<file path="config.mk">
export PLATFORM = sky130hd
export DESIGN_NAME = ifu
export DESIGN_NICKNAME = d
export VERILOG_FILES = /design/src/rtl/ifu.sv
export SDC_FILE = /design/constraint.sdc
export NUM_CORES = 1
export LEC_CHECK = 0
export CORE_MARGIN = 5
export CORE_UTILIZATION = 30
export CTS_CLUSTER_SIZE = 12
export DETAILED_ROUTE_END_ITERATION = 16
export HOLD_SLACK_MARGIN = 0.1
export PLACE_DENSITY_LB_ADDON = 0.1
export SETUP_SLACK_MARGIN = 0.1
export SLEW_MARGIN = 20
export SYNTH_ARGS = -nofsm -noshare
export SYNTH_HDL_FRONTEND = slang
export SYNTH_SLANG_ARGS = --single-unit
export TNS_END_PERCENT = 50
</file>
<file path="constraint.sdc">
create_clock -name clk -period 3.1 [get_ports clk]
set_input_delay 0.93 -clock clk [delete_from_list [all_inputs] [get_ports clk]]
set_output_delay 0.93 -clock clk [all_outputs]
set_load 0.005 [all_outputs]
</file>
<file path="src/rtl/ifu.sv">
// Instruction fetch unit: single-outstanding fetch FSM with a one-cycle output register.
// Define IFU_SKID_BUF_EN to add a one-entry skid buffer behind the output register.
module ifu (
    input  logic        clk,
    input  logic        rst,
    input  logic        jump_en_i,
    input  logic [63:0] jump_addr_i,
    input  logic        hold_i,
    output logic        imem_req_o,
    output logic [63:0] imem_addr_o,
    input  logic        imem_gnt_i,
    input  logic        imem_rvalid_i,
    input  logic [31:0] imem_rdata_i,
    output logic [31:0] inst_o,
    output logic [63:0] inst_addr_o,
    output logic        inst_valid_o
);

    typedef enum logic [1:0] {S_REQ, S_WAIT, S_DRAIN} state_t;

    state_t      state;
    logic [63:0] pc;
    logic        consume;
    logic        issue;
    logic        resp_live;

    assign consume   = inst_valid_o && !hold_i;
    assign resp_live = (state == S_WAIT) && imem_rvalid_i;

`ifdef IFU_SKID_BUF_EN
    logic        buf_valid;
    logic [31:0] buf_inst;
    logic [63:0] buf_addr;

    assign issue = !buf_valid;
`else
    assign issue = !inst_valid_o || !hold_i;
`endif

    assign imem_req_o  = (state == S_REQ) && issue;
    assign imem_addr_o = pc;

    always_ff @(posedge clk) begin
        if (rst) begin
            state        <= S_REQ;
            pc           <= 64'h0000_0000_8000_0000;
            inst_o       <= 32'h0;
            inst_addr_o  <= 64'h0;
            inst_valid_o <= 1'b0;
`ifdef IFU_SKID_BUF_EN
            buf_valid    <= 1'b0;
            buf_inst     <= 32'h0;
            buf_addr     <= 64'h0;
`endif
        end else if (jump_en_i) begin
            pc           <= {jump_addr_i[63:2], 2'b00};
            inst_valid_o <= 1'b0;
`ifdef IFU_SKID_BUF_EN
            buf_valid    <= 1'b0;
`endif
            // A response landing in the jump cycle is dropped here, so DRAIN has
            // nothing left to wait for and goes straight back to REQ.
            case (state)
                S_REQ:   state <= (imem_req_o && imem_gnt_i) ? S_DRAIN : S_REQ;
                S_WAIT:  state <= imem_rvalid_i ? S_REQ : S_DRAIN;
                default: state <= imem_rvalid_i ? S_REQ : S_DRAIN;
            endcase
        end else begin
            case (state)
                S_REQ: begin
                    if (imem_req_o && imem_gnt_i)
                        state <= S_WAIT;
                end
                S_WAIT: begin
                    if (imem_rvalid_i) begin
                        pc    <= pc + 64'd4;
                        state <= S_REQ;
                    end
                end
                default: begin
                    if (imem_rvalid_i)
                        state <= S_REQ;
                end
            endcase

`ifdef IFU_SKID_BUF_EN
            if (consume || !inst_valid_o) begin
                if (buf_valid) begin
                    inst_o       <= buf_inst;
                    inst_addr_o  <= buf_addr;
                    inst_valid_o <= 1'b1;
                    buf_valid    <= resp_live;
                    if (resp_live) begin
                        buf_inst <= imem_rdata_i;
                        buf_addr <= pc;
                    end
                end else if (resp_live) begin
                    inst_o       <= imem_rdata_i;
                    inst_addr_o  <= pc;
                    inst_valid_o <= 1'b1;
                end else begin
                    inst_valid_o <= 1'b0;
                end
            end else if (resp_live) begin
                buf_inst  <= imem_rdata_i;
                buf_addr  <= pc;
                buf_valid <= 1'b1;
            end
`else
            // Issue only happens when the slot will be free, so a response never collides.
            if (resp_live) begin
                inst_o       <= imem_rdata_i;
                inst_addr_o  <= pc;
                inst_valid_o <= 1'b1;
            end else if (consume) begin
                inst_valid_o <= 1'b0;
            end
`endif
        end
    end

endmodule

</file>
==> flow_metrics.env, run 1 <==
export IMPL_status="finished, final reports clean"
export IMPL_hold_viol=0
export IMPL_critical_path_max_stage_delay_ns=0.70
export IMPL_port_buffers=257
export IMPL_synth_compound_area_share_pct=16.2
export IMPL_cts_buffers_inserted=17
export IMPL_pwr_share_clk_pct=43.3
export IMPL_slew_viol_final=0
export IMPL_design_core_area_um2=23400
export IMPL_min_to="inst_addr_o[59]"
export IMPL_p_int_w=0.00361
export IMPL_routed_wl_um=26600
export IMPL_final_area_um2=10900
export IMPL_fin_crit_ns=2.82
export IMPL_maxCapViolations=0
export IMPL_cp_depth=5
export IMPL_final_cell_mix="clkdlybuf4s50_1, nand2_1, dfxtp_1"
export IMPL_routedWlPerCell_um=17.4
export IMPL_place_congestion=0.809
export IMPL_async_flop_share_pct=0
export IMPL_fin_util_pct=46.4
export IMPL_reg2reg_slack_ns=0.41
export IMPL_synth_largest_area_cell="dfxtp_1"
export IMPL_ff2ff_path_depth=5
export IMPL_cpMaxStageDelayCell="or4_1"
export IMPL_grt_pass1_wl_um=40700
export IMPL_arrival_ns=3.13
export IMPL_ys_warnings_count=0
export IMPL_synth_sequential_area_ratio_pct=44.7
export IMPL_vdd_drop_max_mv=0.324
export IMPL_rows=56
export IMPL_switching_share_pct=25.3
export IMPL_num_nets_final=1301
export IMPL_cpMostUsedCell="or4_1"
export IMPL_synth_edf_count=0
export IMPL_grt_total_usage_pct=19.2
export IMPL_die_h_um=164
export IMPL_comb_power_share_pct=11.1
export IMPL_syn2layout_area_growth_pct=52.5
export IMPL_synth_top_area_share_pct=44.7
export IMPL_totalPowerFinal_w=0.00483
export IMPL_die_w_um=164
export IMPL_syn_inst=931
export IMPL_crit_path_end_kind="register"
export IMPL_die_area_um2=26900
export IMPL_setup_viol_count_final=0
export IMPL_synth_seq_cells=159
export IMPL_crit_required_ns=3.40
export IMPL_postCtsSetupBuffers=0
export IMPL_reg2reg_to="imem_addr_o[46]"
export IMPL_synthesis_area_um2=7120
export IMPL_hold_buffers=0
export IMPL_hp_class="register to register"
export IMPL_n_fill_cell=2424
export IMPL_crit_chain="clkdlybuf4s50_1 > nand3b_1 > or4_1 > or4_1 > a2111oi_0"
export IMPL_via_per_inst=4.96
export IMPL_seqPwrFrac_pct=45.5
export IMPL_slew_headroom_pct=56.6
export IMPL_stdcell_count=1530
export IMPL_power_density_nw_per_um2=444
export IMPL_wl_met3_um=1980
export IMPL_place_area_um2=10300
export IMPL_synth_ff_type="dfxtp_1"
export IMPL_placedCellCount=1498
export IMPL_tightestPinTransition_ns=0.650
export IMPL_path_max_fanout=5
export IMPL_worst_path_buf_inv=1
export IMPL_startpoint_type="input port"
export IMPL_yosys_area_share_xor_xnor_pct=2.95
export IMPL_clock_latency_ns=0.43
export IMPL_path_class="input port to register"
export IMPL_leakagePower_nw=3.64
export IMPL_clk_path_buf_depth=2
export IMPL_critPathTopFamily="simple AND/OR/NAND/NOR gates"
export IMPL_grt_max_degree=77
export IMPL_finClkSkew_ns=0.00889
export IMPL_m1WireLength_um=11900
export IMPL_top_layer_used="met5"
export IMPL_rsz0062_at_grt="false"
export IMPL_reg2reg_from="imem_addr_o[28]"
export IMPL_dr_pass1_iters=7
export IMPL_dp_hpwl_um=19400
export IMPL_whs_path_depth=2
export IMPL_antenna_found_initial=2
export IMPL_grt_overflow=0
export IMPL_vias=7584
export IMPL_htree_levels=4
export IMPL_p_sw_w=0.00122
export IMPL_cts_sinks=159
export IMPL_layout_drive_gt1_share_pct=8.18
export IMPL_cts_tree="done"
export IMPL_avgSynthCellArea_um2=7.65
export IMPL_hold_start="inst_addr_o[59]"
export IMPL_met2_length_um=12100
export IMPL_drc=0
export IMPL_pin_count=264
export IMPL_synth_top_family_by_area="simple AND/OR/NAND/NOR gates"
export IMPL_fmax_mhz=354
export IMPL_setup_tns_ns=0
export IMPL_timing_final_crit_share_pct=91.1
export IMPL_final_common_cell="clkdlybuf4s50_1"
export IMPL_grt_pass1_vias=7132
export IMPL_initial_core_util_pct=30.4
export IMPL_clock_root_buffer="clkbuf_16"
export IMPL_drt_iter0_markers=483
export IMPL_yosys_top_cells_area="dfxtp_1, nand2_1, a21oi_1, nor2_1, clkbuf_1"
export IMPL_path_clk_slew_ns=0.06
export IMPL_cts_repair_resized=2
export IMPL_synth_cell_types=49
export IMPL_postRouteAntennaNets=0
export IMPL_synthMuxAreaShare_pct=0.439
export IMPL_synthAdderAreaFrac_pct=0.176
export IMPL_yosys_area_share_simple_pct=31.0
export IMPL_crit_start="imem_rvalid_i"
## stage by stage
step / hold WS (ns) / setup slack, ns
2_1_floorplan: 0.453 / 0.364
3_3_place_gp: 0.442 / -0.130
3_5_place_dp: 0.445 / -0.144
4_1_cts: 0.454 / 0.296
5_1_grt: 0.469 / 0.179
6_report: 0.452 / 0.276
## Yosys cell counts (all sizes together), types with 4 or more instances
library cell and count:
nand3 28, o31ai 7, a21oi 116, nor3 16
inv 10, nor3b 4, xor2 12, and4 6
nor4 16, or3 19, o211ai 4, o21ai 13
a31oi 9, and2 6, nand2 247, a311oi 16
buf 16, nand4 28, clkbuf 53, a211oi 12
nor2b 5, nor2 58, or4 14, xnor2 12
dfxtp 159, and3 14, o31a 4
## state kept, by name (all words and copies together) (netlist names)
register,count
imem_addr_o,62
inst_addr_o,62
inst_o,32
state,2
inst_valid_o,1
## power groups by stage
stage / logic (W) / clock network [W] / registers, W
after floorplan: 0.000188 / 0 / 0.00223
after global placement: 0.000539 / 0 / 0.00224
after global routing: 0.000584 / 0.00224 / 0.00221
after detailed placement: 0.000540 / 0 / 0.00224
final: 0.000537 / 0.00209 / 0.00220
after CTS: 0.000544 / 0.00214 / 0.00220
## per-layer routing
metal | track usage [%] | up-vias
met5 | 0 | -
met4 | 5.45 | 2
met3 | 4.92 | 26
met2 | 30.2 | 232
met1 | 26.0 | 3532
li1 | - | 3792
## kinds of logic after synthesis
family | Yosys count
AND/OR/NAND/NOR | 471
AO/OA/AOI/OAI | 193
flip-flops | 159
buffers and inverters | 79
XOR/XNOR | 24
multiplexers | 3
adder cells (fa/ha/maj) | 1
other | 1
## final cells by class
class,count,area [um2],area share (%)
inverters,10,37.5,0.345
well taps,319,399,3.67
multi-input cells,696,3660,33.7
clock buffers,19,433,3.98
flip-flops and latches,159,3180,29.3
clock inverters,12,135,1.24
repair buffers,314,3020,27.8
diodes,1,2.50,0.0230
## worst max path at each step
stage,end
2_1_floorplan,imem_addr_o[63]
3_3_place_gp,imem_addr_o[63]
3_5_place_dp,imem_addr_o[27]
4_1_cts,imem_req_o
5_1_grt,imem_addr_o[42]
6_report,imem_addr_o[39]
## worst register-to-register path: cells and delay by family (launching register included)
kind	cells	cell delay, ns
flops	1	0.49
simple gates	4	1.85
compound gates	1	0.26
(Power assumes the default switching activity.)
==> run 2: changes to the inputs <==
--- a/config.mk
+++ b/config.mk
@@ -9,6 +9,7 @@
 export CORE_UTILIZATION = 30
 export CTS_CLUSTER_SIZE = 12
 export DETAILED_ROUTE_END_ITERATION = 16
+export GPL_ROUTABILITY_DRIVEN = 0
 export HOLD_SLACK_MARGIN = 0.1
 export PLACE_DENSITY_LB_ADDON = 0.1
 export SETUP_SLACK_MARGIN = 0.1
==> constraint.sdc (replaced) <==
create_clock -name clk -period 3.2 [get_ports clk]
set_input_delay 0.96 -clock clk [delete_from_list [all_inputs] [get_ports clk]]
set_output_delay 0.96 -clock clk [all_outputs]
set_load 0.005 [all_outputs]
==> run 2 against run 1 <==
Wire length up 0.27%. Count of clock-buffer cells in the layout down 2. Non-clock buffer count down 16. Die area unchanged. Register-to-register slack better by 0.05 ns. Final area down 0.51%. Hold slack better by 0.00052 ns. Clock power up 5%. Utilization down 0.24 points. Global-route usage up 0.26 points. Critical path depth up 2. Combinational power down 7.3%. Critical endpoint is now imem_addr_o[27]. Largest cell class unchanged.
==> flow_metrics.env, run 2 (same netlist as run 1, synthesis figures left out) <==
export IMPL_status="finished, final reports clean"
export IMPL_finClkSkew_ns=0.0177
export IMPL_die_h_um=164
export IMPL_die_area_um2=26900
export IMPL_hp_class="register to register"
export IMPL_whs_ns=0.452
export IMPL_die_w_um=164
export IMPL_vias=7526
export IMPL_port_buffers=257
export IMPL_dr_pass1_iters=5
export IMPL_grt_overflow=0
export IMPL_drt_iter0_markers=498
export IMPL_clk_path_buf_depth=2
export IMPL_final_common_cell="clkdlybuf4s50_1"
export IMPL_pin_count=264
export IMPL_htree_levels=4
export IMPL_slew_viol_final=0
export IMPL_design_core_area_um2=23400
export IMPL_via_per_inst=4.98
export IMPL_crit_path_end_kind="register"
export IMPL_postRouteAntennaNets=0
export IMPL_grt_pass1_wl_um=41400
export IMPL_cts_tree="done"
export IMPL_initial_core_util_pct=30.4
export IMPL_leakagePower_nw=3.60
export IMPL_path_max_fanout=6
export IMPL_crit_required_ns=3.49
export IMPL_dp_hpwl_um=18900
export IMPL_final_cell_mix="clkdlybuf4s50_1, nand2_1, dfxtp_1"
export IMPL_vdd_drop_max_mv=0.304
export IMPL_postCtsSetupBuffers=0
export IMPL_layout_drive_gt1_share_pct=6.96
export IMPL_hold_buffers=0
export IMPL_routed_wl_um=26700
export IMPL_cts_sinks=159
export IMPL_syn2layout_area_growth_pct=51.8
export IMPL_cts_buffers_inserted=17
export IMPL_startpoint_type="input port"
export IMPL_fin_crit_ns=2.96
export IMPL_timing_final_crit_share_pct=92.5
export IMPL_grt_max_degree=84
export IMPL_path_clk_slew_ns=0.07
export IMPL_grt_pass1_vias=7212
export IMPL_routedWlPerCell_um=17.6
export IMPL_reg2reg_slack_ns=0.46
export IMPL_hold_viol=0
export IMPL_maxCapViolations=0
export IMPL_path_class="input port to register"
export IMPL_antenna_found_initial=1
export IMPL_arrival_ns=3.24
export IMPL_setup_tns_ns=0
export IMPL_n_antenna_cell=0
export IMPL_clock_latency_ns=0.43
export IMPL_rows=56
export IMPL_drc=0
export IMPL_setup_viol_count_final=0
export IMPL_grt_total_usage_pct=19.4
export IMPL_tightestPinTransition_ns=0.716
export IMPL_slew_headroom_pct=52.3
export IMPL_fmax_mhz=338
export IMPL_cts_repair_resized=2
export IMPL_power_density_nw_per_um2=446
export IMPL_num_nets_final=1285
export IMPL_rsz0062_at_grt="false"
export IMPL_clock_root_buffer="clkbuf_16"
run 2: power by group:
part / switching [W] / total (W) / internal, W
Combinational: 0.000204 / 0.000498 / 0.000293
Clock: 0.000883 / 0.00219 / 0.00131
Sequential: 0.000101 / 0.00214 / 0.00204
Total: 0.00119 / 0.00483 / 0.00364
run 2: final cells by class:
cell class                      count  area (um2)
Sequential cell                   159        3180
Clock inverter                     12         185
Fill cell                        2388       12600
Tap cell                          319         399
Timing Repair Buffer              298        2930
Clock buffer                       17         425
Multi-Input combinational cell    696        3660
Inverter                           10        37.5
run 2: path summary, 6_finish.rpt:
kind / cells past startpoint / startpoint / end
max: 7 / imem_rvalid_i / imem_addr_o[27]
min: 2 / inst_addr_o[45] / inst_addr_o[45]
max reg2reg: 6 / imem_addr_o[8] / imem_addr_o[27]
min reg2reg: 2 / inst_addr_o[45] / inst_addr_o[45]
run 2: worst max-delay path: stages:
cell	delay, ns
clkdlybuf4s50_1	0.47
nand3b_1	0.09
or4_1	0.72
buf_4	0.24
nor4_1	0.28
nor3_1	0.08
a2111oi_0	0.41
run 2: per-layer routing:
metal	share of wire, %	track usage [%]	vias up
met3	6.3	5.07	16
li1	-	-	3767
met1	47	26.7	3558
met2	46	31.0	183
met5	0.049	0	-
met4	0.67	3.85	2
run 2: per-stage QoR:
stage	instances	util (%)	setup WS (ns)	area [um2]	power, W
floorplan	934	-	0.434	7140	0.00234
global placement	1482	43.6	-0.0537	10200	0.00269
detailed placement	1482	43.6	-0.187	10200	0.00269
CTS	1511	46.2	0.253	10800	0.00488
global route	1511	46.2	0.125	10800	0.00502
finish	1511	46.2	0.241	10800	0.00483
